<file path="config.mk">
export PLATFORM = sky130hd
export DESIGN_NAME = if_id_fetch
export DESIGN_NICKNAME = d
export VERILOG_FILES = /design/src/rtl/if_id_fetch.sv
export SDC_FILE = /design/constraint.sdc
export NUM_CORES = 1
export LEC_CHECK = 0
export ABC_AREA = 1
export CAP_MARGIN = 40
export CORE_ASPECT_RATIO = 1.25
export CORE_MARGIN = 8
export CORE_UTILIZATION = 47
export CTS_BUF_LIST = sky130_fd_sc_hd__clkbuf_8
export DETAILED_ROUTE_END_ITERATION = 7
export PLACE_DENSITY_LB_ADDON = 0.08
export REMOVE_ABC_BUFFERS = 1
export SLEW_MARGIN = 20
export SYNTH_ARGS = -nofsm -noshare
export SYNTH_HDL_FRONTEND = slang
export SYNTH_SLANG_ARGS = --single-unit
</file>
<file path="constraint.sdc">
create_clock -name clk -period 1.5 [get_ports clk]
set_clock_uncertainty 0.15 [all_clocks]
set_input_delay 0.15 -clock clk [delete_from_list [all_inputs] [get_ports clk]]
set_output_delay 0.15 -clock clk [all_outputs]
set_load 0.005 [all_outputs]
</file>
<file path="src/rtl/if_id_fetch.sv">
// if_id_fetch: instruction-fetch stage with the IF/ID pipeline register.
// Owns the PC, drives a request/ready instruction-memory port and hands each
// fetched word (with PC+4 and pre-decoded register fields) to decode.
// Optional macro IF_ID_PERF_CNT_EN adds saturating stall/flush cycle counters.
module if_id_fetch #(
   parameter logic [31:0] RESET_PC = 32'h0000_0000
) (
   input  logic        clk,
   input  logic        rst,
   input  logic        ID_Hazard_lwstall,
   input  logic        ID_Hazard_Branch,
   input  logic [31:0] branch_addr_in,
   input  logic        Jump_in,
   input  logic [31:0] jump_addr_in,
   output logic        imem_req,
   output logic [31:0] imem_addr,
   input  logic        imem_ready,
   input  logic [31:0] imem_rdata,
   output logic        IF_ID_valid,
   output logic [31:0] instr_out,
   output logic [31:0] PC_plus4_out,
   output logic [4:0]  IF_ID_RegisterRs_out,
   output logic [4:0]  IF_ID_RegisterRt_out,
   output logic [4:0]  IF_ID_RegisterRd_out,
   output logic [5:0]  IF_ID_funct_out
`ifdef IF_ID_PERF_CNT_EN
   ,
   output logic [15:0] stall_cycles_out,
   output logic [15:0] flush_count_out
`endif
);

   typedef enum logic [1:0] {IDLE, FETCH, HOLD, DROP} state_t;

   state_t      state_q, state_d;
   logic [31:0] pc_q, pc_d;
   logic [31:0] buf_q, buf_d;
   logic [31:0] pend_q, pend_d;
   logic        valid_q, valid_d;
   logic [31:0] instr_q, instr_d;
   logic [31:0] pc4_q, pc4_d;

   logic        redirect;
   logic [31:0] target;
   logic [31:0] pc_plus4;

   assign redirect = ID_Hazard_Branch | Jump_in;
   assign target   = (ID_Hazard_Branch ? branch_addr_in : jump_addr_in) & ~32'h3;
   assign pc_plus4 = pc_q + 32'd4;

   // Next-state and datapath: redirect beats stall; a word returning while a
   // redirect is pending (DROP) is thrown away and the latest target is used.
   always_comb begin
      state_d = state_q;
      pc_d    = pc_q;
      buf_d   = buf_q;
      pend_d  = pend_q;
      valid_d = valid_q;
      instr_d = instr_q;
      pc4_d   = pc4_q;
      case (state_q)
         IDLE: begin
            state_d = FETCH;
         end
         FETCH: begin
            if (redirect) begin
               valid_d = 1'b0;
               instr_d = 32'h0;
               if (imem_ready) begin
                  pc_d = target;
               end else begin
                  pend_d  = target;
                  state_d = DROP;
               end
            end else if (imem_ready) begin
               pc_d = pc_plus4;
               if (ID_Hazard_lwstall) begin
                  buf_d   = imem_rdata;
                  state_d = HOLD;
               end else begin
                  valid_d = 1'b1;
                  instr_d = imem_rdata;
                  pc4_d   = pc_plus4;
               end
            end else if (!ID_Hazard_lwstall) begin
               valid_d = 1'b0;
               instr_d = 32'h0;
            end
         end
         HOLD: begin
            if (redirect) begin
               valid_d = 1'b0;
               instr_d = 32'h0;
               buf_d   = 32'h0;
               pc_d    = target;
               state_d = FETCH;
            end else if (!ID_Hazard_lwstall) begin
               valid_d = 1'b1;
               instr_d = buf_q;
               pc4_d   = pc_q;
               buf_d   = 32'h0;
               state_d = FETCH;
            end
         end
         DROP: begin
            if (redirect) begin
               valid_d = 1'b0;
               instr_d = 32'h0;
               if (imem_ready) begin
                  pc_d    = target;
                  state_d = FETCH;
               end else begin
                  pend_d = target;
               end
            end else if (imem_ready) begin
               pc_d    = pend_q;
               state_d = FETCH;
            end
         end
         default: begin
            state_d = IDLE;
         end
      endcase
   end

   // State, PC, skid buffer and IF/ID register.
   always_ff @(posedge clk or negedge rst) begin
      if (!rst) begin
         state_q <= IDLE;
         pc_q    <= RESET_PC;
         buf_q   <= 32'h0;
         pend_q  <= 32'h0;
         valid_q <= 1'b0;
         instr_q <= 32'h0;
         pc4_q   <= 32'h0;
      end else begin
         state_q <= state_d;
         pc_q    <= pc_d;
         buf_q   <= buf_d;
         pend_q  <= pend_d;
         valid_q <= valid_d;
         instr_q <= instr_d;
         pc4_q   <= pc4_d;
      end
   end

   assign imem_req             = (state_q == FETCH) || (state_q == DROP);
   assign imem_addr            = pc_q;
   assign IF_ID_valid          = valid_q;
   assign instr_out            = instr_q;
   assign PC_plus4_out         = pc4_q;
   assign IF_ID_RegisterRs_out = instr_q[25:21];
   assign IF_ID_RegisterRt_out = instr_q[20:16];
   assign IF_ID_RegisterRd_out = instr_q[15:11];
   assign IF_ID_funct_out      = instr_q[5:0];

`ifdef IF_ID_PERF_CNT_EN
   logic [15:0] stall_cnt_q, stall_cnt_d;
   logic [15:0] flush_cnt_q, flush_cnt_d;

   // Saturating event counters.
   always_comb begin
      stall_cnt_d = stall_cnt_q;
      flush_cnt_d = flush_cnt_q;
      if (ID_Hazard_lwstall && (stall_cnt_q != 16'hFFFF)) stall_cnt_d = stall_cnt_q + 16'd1;
      if (redirect && (flush_cnt_q != 16'hFFFF)) flush_cnt_d = flush_cnt_q + 16'd1;
   end

   // Counter registers.
   always_ff @(posedge clk or negedge rst) begin
      if (!rst) begin
         stall_cnt_q <= 16'h0;
         flush_cnt_q <= 16'h0;
      end else begin
         stall_cnt_q <= stall_cnt_d;
         flush_cnt_q <= flush_cnt_d;
      end
   end

   assign stall_cycles_out = stall_cnt_q;
   assign flush_count_out  = flush_cnt_q;
`endif

endmodule

</file>
==> run summary <==
Final setup violation count - 171
Vias in the first global route - 9969
Io pins - 221
Outcome - finished with violations
Relative slew slack - 73.4%
Min Clock Period, post-route - 1.91 ns
# rows - 56
Sequential cell area - 0.00403 mm^2
Root Driver - clkbuf_8
Starting Density - 47.8%
Worst IR Drop VDD - 802 uV
LEAKAGE - 7.79 nW
Highest Signal Layer - met4
Layout Area Growth over Synthesis - 74.2%
Final Hold Viols - 0
Tot GR Track Use - 26.9%
CP max FO - 3
PwrDens - 1530 mW/mm^2
Dpl hpwl - 21100 um
Fillers - 1037
Layout cell share with drive strength beyond 1 - 37.6%
Netlist Area Pre-Place - 0.00894 mm^2
Final Util - 83.2%
Synthesized instance count - 1248
M1 WL - 14100 um
Via density - 5.85
Max Cap Viol - 0
Final worst slack - -0.413 ns
Most frequent cells in the layout - nand2_1 (342), dfrtp_1 (157), buf_4 (122)
Worst EP required - 1.72 ns
R2R setup slack - -0.41 ns
RSZ-0062 raised after global routing - yes
DRT antenna net count - 0
Commonest non-fill, non-tap cell in the layout - nand2_1
Clock H-tree levels - 4
DR iter-0 viols - 1059
Synthesized area per cell - 7.16 um^2
Met3 WL post-DR - 4050 um
CTS Sinks - 161
Main synth FF type - dfrtp_1
PortBufs - 216
Met2 WL post-DR - 20200 um
Wire length per cell - 21.8 um
Via count - 11000
Worst-path clk slew - 0.11 ns
Number of synthesized flops with an enable pin - 0
Die H - 170 um
Antenna cells - 0
Inserted Clock Buffers - 17
Setup TNS - -42.38 ns
Maximum buffer depth of the clock tree - 2
Critical path type - reg -> reg
Async SR Flop Fraction - 100%
Crit start category - flip-flop
Clk_lat worst skew - 0.48 ns
Total wire length - 41100 um
First-pass GRT wire length - 51100 um
Final period utilization - 128%
Worst-Margin Slew - 0.394 ns
DIE WIDTH - 139 um
CTS tree - done
Critical path endpoint category - flip-flop
Core Area - 0.0187 mm^2
Max Slew Vio Count - 0
Initial antenna violation count - 0
Max Clock Freq - 523 MHz
Largest net degree at the start of global routing - 42
Grt total ovfl - 0
Worst Path Arrival - 2.13 ns
Footprint of the multi-input gates - 0.00551 mm^2
Die area - 0.0237 mm^2
Seq/Total Area, Yosys - 45.1%
Initial DRT Pass Iterations - 6
Failing checks - setup timing
YS warnings - 0
Final Wtd Congestion - 0.896
Tightest Hold Check Type - in -> reg
Final #Nets - 1742
# DRC - 0
Register bit total from synthesis - 161
Post-synth cell types - 37
-- what timing repair did --
action	4_1_cts	5_1_grt
resized for setup	342	427
hold buffers	2	0
hold endpoints to repair	161	0
buffers inserted	54	42
pin swaps	38	96
cloned	7	18
setup endpoints to repair	279	210
-- routing by layer --
| metal | up-vias | track usage [%] |
|---|---|---|
| li1 | 4745 | - |
| met1 | 5272 | 30.7 |
| met2 | 755 | 47.1 |
| met3 | 241 | 6.92 |
| met4 | 0 | 11.8 |
| met5 | - | 0 |
-- final timing paths --
| path | startpoint | endpoint | depth (start not counted) |
|---|---|---|---|
| hold reg to reg | instr_out[28] | instr_out[28] | 2 |
| setup reg to reg | imem_addr[2] | imem_addr[10] | 10 |
| max in group asynchronous | rst | pend_q[30] | 4 |
| setup / recovery | imem_addr[2] | imem_addr[10] | 10 |
| min in group asynchronous | rst | pend_q[7] | 3 |
| hold / removal | jump_addr_in[6] | pend_q[6] | 3 |
-- flip-flops by register name (all words and copies together) (netlist names) --
register	flops
IF_ID_valid	1
PC_plus4_out	32
imem_addr	32
state_q	2
pend_q	30
buf_q	32
instr_out	32
-- per-stage QoR --
stage	hold slack (ns)	cell area, um^2	instances	power (mW)	worst slack, ns
finish	0.0928	15600	1884	23.8	-0.413
global route	0.104	15600	1884	24.8	-0.496
CTS	0.0822	13600	1837	20.0	-0.258
detailed placement	-0.0916	12200	1747	15.6	-0.450
global placement	-0.0900	12200	1747	15.4	-0.419
floorplan	-0.296	8470	1165	10.4	-1.18
-- cells by family (layout without fill, tap and decap cells) --
logic type | count (synthesis) | after routing | share of synthesized area (%)
simple gates | 623 | 623 | 27.9
compound gates | 234 | 234 | 14.6
buf+inv | 211 | 615 | 10.5
flops | 161 | 161 | 45.1
xor+xnor | 16 | 16 | 1.57
mux | 2 | 2 | 0.224
fa+ha+maj | 1 | 1 | 0.140
-- cell type report --
| class | count | area share, % |
|---|---|---|
| Clock inverter | 15 | 0.796 |
| Sequential cell | 161 | 25.9 |
| Timing Repair Buffer | 455 | 31.1 |
| Tap cell | 232 | 1.86 |
| Clock buffer | 17 | 1.50 |
| Multi-Input combinational cell | 876 | 35.4 |
| Inverter | 128 | 3.39 |
-- Yosys cell counts (2+ instances only) --
| master | n | area [um^2] |
|---|---|---|
| a21oi_1 | 74 | 370 |
| a31oi_1 | 19 | 119 |
| buf_1 | 4 | 15.0 |
| buf_2 | 36 | 180 |
| buf_4 | 28 | 210 |
| clkbuf_1 | 15 | 56.3 |
| dfrtp_1 | 161 | 4030 |
| inv_1 | 119 | 447 |
| inv_2 | 9 | 33.8 |
| mux2i_1 | 2 | 20.0 |
| nand2_1 | 442 | 1660 |
| nand2_2 | 5 | 31.3 |
| nand2_4 | 2 | 22.5 |
| nand3_1 | 40 | 200 |
| nand3_2 | 2 | 20.0 |
| nor2_1 | 116 | 435 |
| nor2_2 | 7 | 43.8 |
| o211ai_1 | 3 | 22.5 |
| o21ai_0 | 47 | 235 |
| o21ai_1 | 20 | 100 |
| o22ai_1 | 65 | 407 |
| or2_2 | 3 | 18.8 |
| xor2_1 | 15 | 131 |
-- critical path, cell delays in order (launching register included) --
cell     delay [ns]
dfrtp_1        0.41
ha_2           0.22
nand2_2        0.07
nor2_4         0.13
nand2_4        0.11
buf_4          0.15
buf_4          0.14
xor2_2         0.20
nor2_1         0.09
nor2_1         0.11
nor2_1         0.04
-- where the power goes --
group | switching, mW | internal [mW] | total (mW)
sequential | 1.00 | 5.80 | 6.81
clock | 1.95 | 1.20 | 3.15
combinational | 7.17 | 6.64 | 13.8
Power figures use the tool's default switching activity.
